## src/rtl/arm_multicycle_datapath.sv

```systemverilog
// arm_multicycle_datapath: multicycle ARM datapath sharing one ALU and one memory port across cycles
module arm_multicycle_datapath #(
  parameter logic [31:0] RESET_VECTOR = 32'h0000_0000,
  parameter bit REG_CLEAR = 1'b1
) (
  input  logic        clk,
  input  logic        reset,
  input  logic        PCWrite,
  input  logic        AdrSrc,
  input  logic        IRWrite,
  input  logic [1:0]  RegSrc,
  input  logic        RegWrite,
  input  logic [1:0]  ImmSrc,
  input  logic        ALUSrcA,
  input  logic [1:0]  ALUSrcB,
  input  logic [1:0]  ALUControl,
  input  logic [1:0]  ResultSrc,
  input  logic [31:0] ReadData,
  output logic [31:0] Adr,
  output logic [31:0] WriteData,
  output logic [31:0] Instr,
  output logic [3:0]  ALUFlags
);
  logic [31:0] pc, data, a, aluout;
  logic [31:0] rf [0:14];
  logic [3:0]  ra1, ra2;
  logic [31:0] rd1, rd2, ext, srca, srcb, bx, aluresult, result;
  logic [32:0] sum;
  logic        we;
  always_comb begin
    ra1 = RegSrc[0] ? 4'd15 : Instr[19:16];
    ra2 = RegSrc[1] ? Instr[15:12] : Instr[3:0];
    ext = ImmSrc == 2'b00 ? {24'b0, Instr[7:0]} :
          ImmSrc == 2'b01 ? {20'b0, Instr[11:0]} :
          ImmSrc == 2'b10 ? {{6{Instr[23]}}, Instr[23:0], 2'b00} : '0;
    srca = ALUSrcA ? pc : a;
    srcb = ALUSrcB[1] ? 32'd4 : ALUSrcB[0] ? ext : WriteData;
    bx = ALUControl[0] ? ~srcb : srcb;
    sum = {1'b0, srca} + {1'b0, bx} + {32'b0, ALUControl[0]};
    aluresult = ALUControl[1] ? (ALUControl[0] ? srca | srcb : srca & srcb) : sum[31:0];
    ALUFlags = {aluresult[31], aluresult == '0, ~ALUControl[1] & sum[32],
                ~ALUControl[1] & (srca[31] == bx[31]) & (sum[31] != srca[31])};
    result = ResultSrc == 2'b00 ? aluout : ResultSrc == 2'b01 ? data : aluresult;
    Adr = AdrSrc ? result : pc;
    // R15 reads return Result, which is PC+8 during decode
    rd1 = ra1 == 4'd15 ? result : rf[ra1];
    rd2 = ra2 == 4'd15 ? result : rf[ra2];
    we = RegWrite && Instr[15:12] != 4'd15;
  end
  always_ff @(posedge clk or posedge reset)
    if (reset) begin
      pc <= RESET_VECTOR;
      Instr <= '0;
      data <= '0;
      a <= '0;
      WriteData <= '0;
      aluout <= '0;
    end else begin
      if (PCWrite) pc <= result;
      if (IRWrite) Instr <= ReadData;
      data <= ReadData;
      a <= rd1;
      WriteData <= rd2;
      aluout <= aluresult;
    end
  generate
    if (REG_CLEAR) begin : g_clr
      always_ff @(posedge clk or posedge reset)
        if (reset) for (int i = 0; i < 15; i++) rf[i] <= '0;
        else if (we) rf[Instr[15:12]] <= result;
    end else begin : g_keep
      always_ff @(posedge clk)
        if (!reset && we) rf[Instr[15:12]] <= result;
    end
  endgenerate
endmodule

```

## config.mk

```make
export PLATFORM = sky130hd
export DESIGN_NAME = arm_multicycle_datapath
export DESIGN_NICKNAME = d
export VERILOG_FILES = /design/src/rtl/arm_multicycle_datapath.sv
export SDC_FILE = /design/constraint.sdc
export NUM_CORES = 2
export LEC_CHECK = 0
export ABC_CLOCK_PERIOD_IN_PS = 30100
export CORE_UTILIZATION = 47
export CTS_CLUSTER_SIZE = 14
export DETAILED_ROUTE_END_ITERATION = 6
export GPL_TIMING_DRIVEN = 0
export PLACE_DENSITY = 0.65
export SLEW_MARGIN = 20
export SYNTH_ARGS = -nofsm -noshare
export SYNTH_HDL_FRONTEND = slang
export SYNTH_SLANG_ARGS = --single-unit
```

## constraint.sdc

```tcl
create_clock -name clk -period 30.1 [get_ports clk]
set_clock_uncertainty 0.15 [all_clocks]
set_input_delay 6.02 -clock clk [delete_from_list [all_inputs] [get_ports clk]]
set_output_delay 6.02 -clock clk [all_outputs]
set_load 0.05 [all_outputs]
```

==> metrics.json <==
{
  "outcome": {
    "run_status": "finished clean"
  },
  "power": {
    "static-leakage-power_nw": 17.9,
    "power_per_cell_area_nw_per_um2": 102,
    "ir_drop_uv": 49.6
  },
  "finish": {
    "n_fill_cell": 6749,
    "drive_gt1_frac": 0.115,
    "most_common_library_cell_in_the_layout_ignoring_fill_and_taps": "sky130_fd_sc_hd__nand2_1",
    "multi_input_area_um2": 17800,
    "area_of_all_sequential_standard_cells_um2": 16800,
    "layout.cells.most_common_list": "676 x sky130_fd_sc_hd__nand2_1, 672 x sky130_fd_sc_hd__dfrtp_1, 548 x sky130_fd_sc_hd__o21ai_0, 274 x sky130_fd_sc_hd__mux2i_1, 273 x sky130_fd_sc_hd__clkbuf_1",
    "final_net_count": 3940,
    "synthToLayoutAreaGrowth_pct": 15.6
  },
  "sta": {
    "grt_setup_unrepaired": "no",
    "maxSlewHeadroom": 0.147,
    "totalNegativeSetupSlack_ns": 0,
    "final_min_period_over_clock_period": 0.695,
    "setup_viol": 0,
    "finalWorstPathRequiredPeriod_ns": 20.92,
    "fmaxAchievable_mhz": 47.8,
    "hold_viol": 0,
    "holdWs_ns": 0.348,
    "timing_max_transition_violations_final": 0,
    "worstMarginPinSlew_ns": 1.28
  },
  "setup_path": {
    "slowest_stage": "sky130_fd_sc_hd__buf_1",
    "path_class": "primary input to primary output",
    "crit_path_max_fanout": 10,
    "critPathArrivalTime_ns": 14.75,
    "required_worst_endpoint_ns": 23.93,
    "crit_path_cell_trace": "clkdlybuf4s50_1 > clkbuf_1 > buf_1 > clkbuf_1 > buf_1 > xnor2_1 > ha_1 > nand2b_1 > a21oi_1 > o21bai_1 > a21oi_1 > o31ai_1 > a311oi_1 > o21ai_0 > a31oi_1 > inv_1 > mux2i_2 > buf_2 > mux2i_1 > clkdlybuf4s50_1",
    "crit_path_end_kind": "primary output",
    "nature_of_the_critical_path_startpoint": "primary input",
    "critPathMaxStageDelay_ns": 0.81
  },
  "detailed_routing": {
    "viasPerCell": 6.38,
    "postRouteWirelength_um": 141000,
    "drt.antenna.violating_nets": 0,
    "remaining_drcs": 0,
    "drt-initial-drc-count": 3997,
    "via_count": 31100,
    "drt-pass1-iter-count": 6,
    "detail_route.wl_per_cell_um": 28.9
  },
  "place": {
    "placement.io_buffers": 140,
    "dpl.hpwl_um": 108000,
    "gp_congestion": 0.993
  },
  "hold_path": {
    "hold_path_class": "flip-flop to flip-flop"
  },
  "floorplan": {
    "chipHeight_um": 278,
    "core.rowCount": 100,
    "initial_utilization": 0.479,
    "area_inside_the_core_boundary_um2": 74900,
    "io-pin-count": 149,
    "die_w_um": 278,
    "die-area_um2": 77500
  },
  "synthesis": {
    "synth-edff-count": 0,
    "flip_flop_and_latch_count_after_synthesis": 672,
    "synth-seq-area-share": 0.469,
    "netlist_area_um2": 35900,
    "synth_flop_cell": "sky130_fd_sc_hd__dfrtp_1",
    "post_synth_num_cell_types": 81,
    "ys_warn_count": 0,
    "synth.largest_area_cell": "sky130_fd_sc_hd__dfrtp_1",
    "synth_cells": 3631,
    "post_synth_main_area_contributors": "sky130_fd_sc_hd__dfrtp_1 47%, sky130_fd_sc_hd__mux2i_1 7.7%, sky130_fd_sc_hd__o21ai_0 7.6%",
    "synth_async_sr_flop_share": 1.00,
    "synthesis.nets": 3714,
    "postSynthAreaPerCell_um2": 9.88,
    "synthDominantCellAreaShare": 0.469
  },
  "clocking": {
    "cts.sink_count": 672,
    "cts_root_buffer": "sky130_fd_sc_hd__clkbuf_16",
    "count_of_buffers_added_by_post_cts_timing_repair_for_setup": 0,
    "cts_htree_levels": 3,
    "number_of_clock_buffers_inserted_by_tritoncts": 75,
    "ctsLongestPathBuffers": 3,
    "clk_transition_reported_paths_ns": 0.06,
    "hold_fix_buffers_at_cts": 0,
    "worst_skew_late_latency_ns": 0.64,
    "cts_tree": "yes",
    "ctsResizeCount": 0
  },
  "job": {
    "max_cap_viol_count": 0
  },
  "global_routing": {
    "first_pass_grt_wire_length_um": 207000,
    "via_count_of_the_first_global_routing_pass": 30800,
    "grt_max_degree": 103,
    "grt.total_usage": 0.366,
    "initial_antenna_violation_count": 6,
    "grt.overflow.total": 0
  }
}
state kept, by name, indices dropped and copies added (netlist names):
name and count:
data 32, Instr 32, pc 32, aluout 32, a 32, WriteData 32
rf 480
Yosys cell counts (11+ instances only):
master and n:
sky130_fd_sc_hd__xor2_1 41, sky130_fd_sc_hd__inv_1 48, sky130_fd_sc_hd__o21bai_1 12, sky130_fd_sc_hd__nand2b_1 15
sky130_fd_sc_hd__o22ai_1 35, sky130_fd_sc_hd__mux2_2 133, sky130_fd_sc_hd__a211oi_1 30, sky130_fd_sc_hd__o221ai_1 41
sky130_fd_sc_hd__a21oi_1 148, sky130_fd_sc_hd__dfrtp_1 672, sky130_fd_sc_hd__nor2_1 157, sky130_fd_sc_hd__maj3_1 25
sky130_fd_sc_hd__clkbuf_1 269, sky130_fd_sc_hd__nor3_1 14, sky130_fd_sc_hd__nand2_1 676, sky130_fd_sc_hd__a31oi_1 17
sky130_fd_sc_hd__buf_2 17, sky130_fd_sc_hd__a21o_1 11, sky130_fd_sc_hd__o21ai_0 548, sky130_fd_sc_hd__ha_1 33
sky130_fd_sc_hd__a22oi_1 12, sky130_fd_sc_hd__nand3_1 20, sky130_fd_sc_hd__buf_1 30, sky130_fd_sc_hd__mux2i_1 276
sky130_fd_sc_hd__a221oi_1 23, sky130_fd_sc_hd__mux4_2 103, sky130_fd_sc_hd__nand4_1 28, sky130_fd_sc_hd__nor2b_1 18
sky130_fd_sc_hd__a311oi_1 55
report_power, final:
part	internal, mW	switching (mW)
Sequential	1.27	0.299
Combinational	0.614	1.04
Clock	0.603	0.400
Total	2.49	1.73
final timing paths:
kind / from / end / slack [ns] / cells past startpoint
min: rf[148] / rf[148] / 0.35 / 2
max reg2reg: Instr[13] / rf[30] / 23.83 / 17
min reg2reg: rf[148] / rf[148] / 0.35 / 2
min in group asynchronous: reset / rf[214] / 5.74 / 2
max in group asynchronous: reset / data[1] / 22.13 / 5
max: ALUControl[0] / Adr[30] / 9.18 / 20
metrics by stage:
stage | power [mW] | setup slack, ns | instances | cell area [µm²] | util
2_1_floorplan | 2.56 | 5.09 | 3631 | 35900 | -
3_3_place_gp | 3.12 | -3.16 | 4740 | 38500 | 0.514
3_5_place_dp | 3.16 | 9.47 | 4749 | 38800 | 0.518
4_1_cts | 4.16 | 9.44 | 4882 | 41500 | 0.553
5_1_grt | 4.42 | 9.08 | 4883 | 41500 | 0.554
6_report | 4.22 | 9.18 | 4885 | 41500 | 0.554
cell families after synthesis:
family,count (synthesis),synth area share
mux,516,0.185
fa+ha+maj,59,0.0190
compound gates,993,0.163
flops,672,0.469
buf+inv,368,0.0396
xor+xnor,51,0.0124
simple gates,972,0.112
worst max-delay path, delay by kind of cell:
kind / cells / cell delay [ns]
xor gates and xnor gates: 1 / 0.16
and+or+nand+nor: 1 / 0.12
adders and majority gates: 1 / 0.42
muxes: 2 / 1.01
buffers and inverters: 8 / 4.66
AOI/OAI and AO/OA: 7 / 2.34
routing by layer:
layer	vias to the layer above	global-route usage	routed length (µm)
met5	-	0	20
met3	413	0.104	15200
met2	1860	0.565	63200
met1	15400	0.468	54400
li1	13500	-	-
met4	2	0.190	8450
layout make-up:
| class | count | share of cell area |
|---|---|---|
| clock inverters | 32 | 0.0118 |
| clock buffers | 101 | 0.0523 |
| well taps | 969 | 0.0292 |
| inverters | 49 | 0.00461 |
| plain buffers | 319 | 0.0301 |
| repair buffers | 149 | 0.0384 |
| flip-flops and latches | 672 | 0.405 |
| diodes | 3 | 0.000181 |
| multi-input cells | 2591 | 0.428 |
Note: power is estimated with default switching activity, not from simulation.
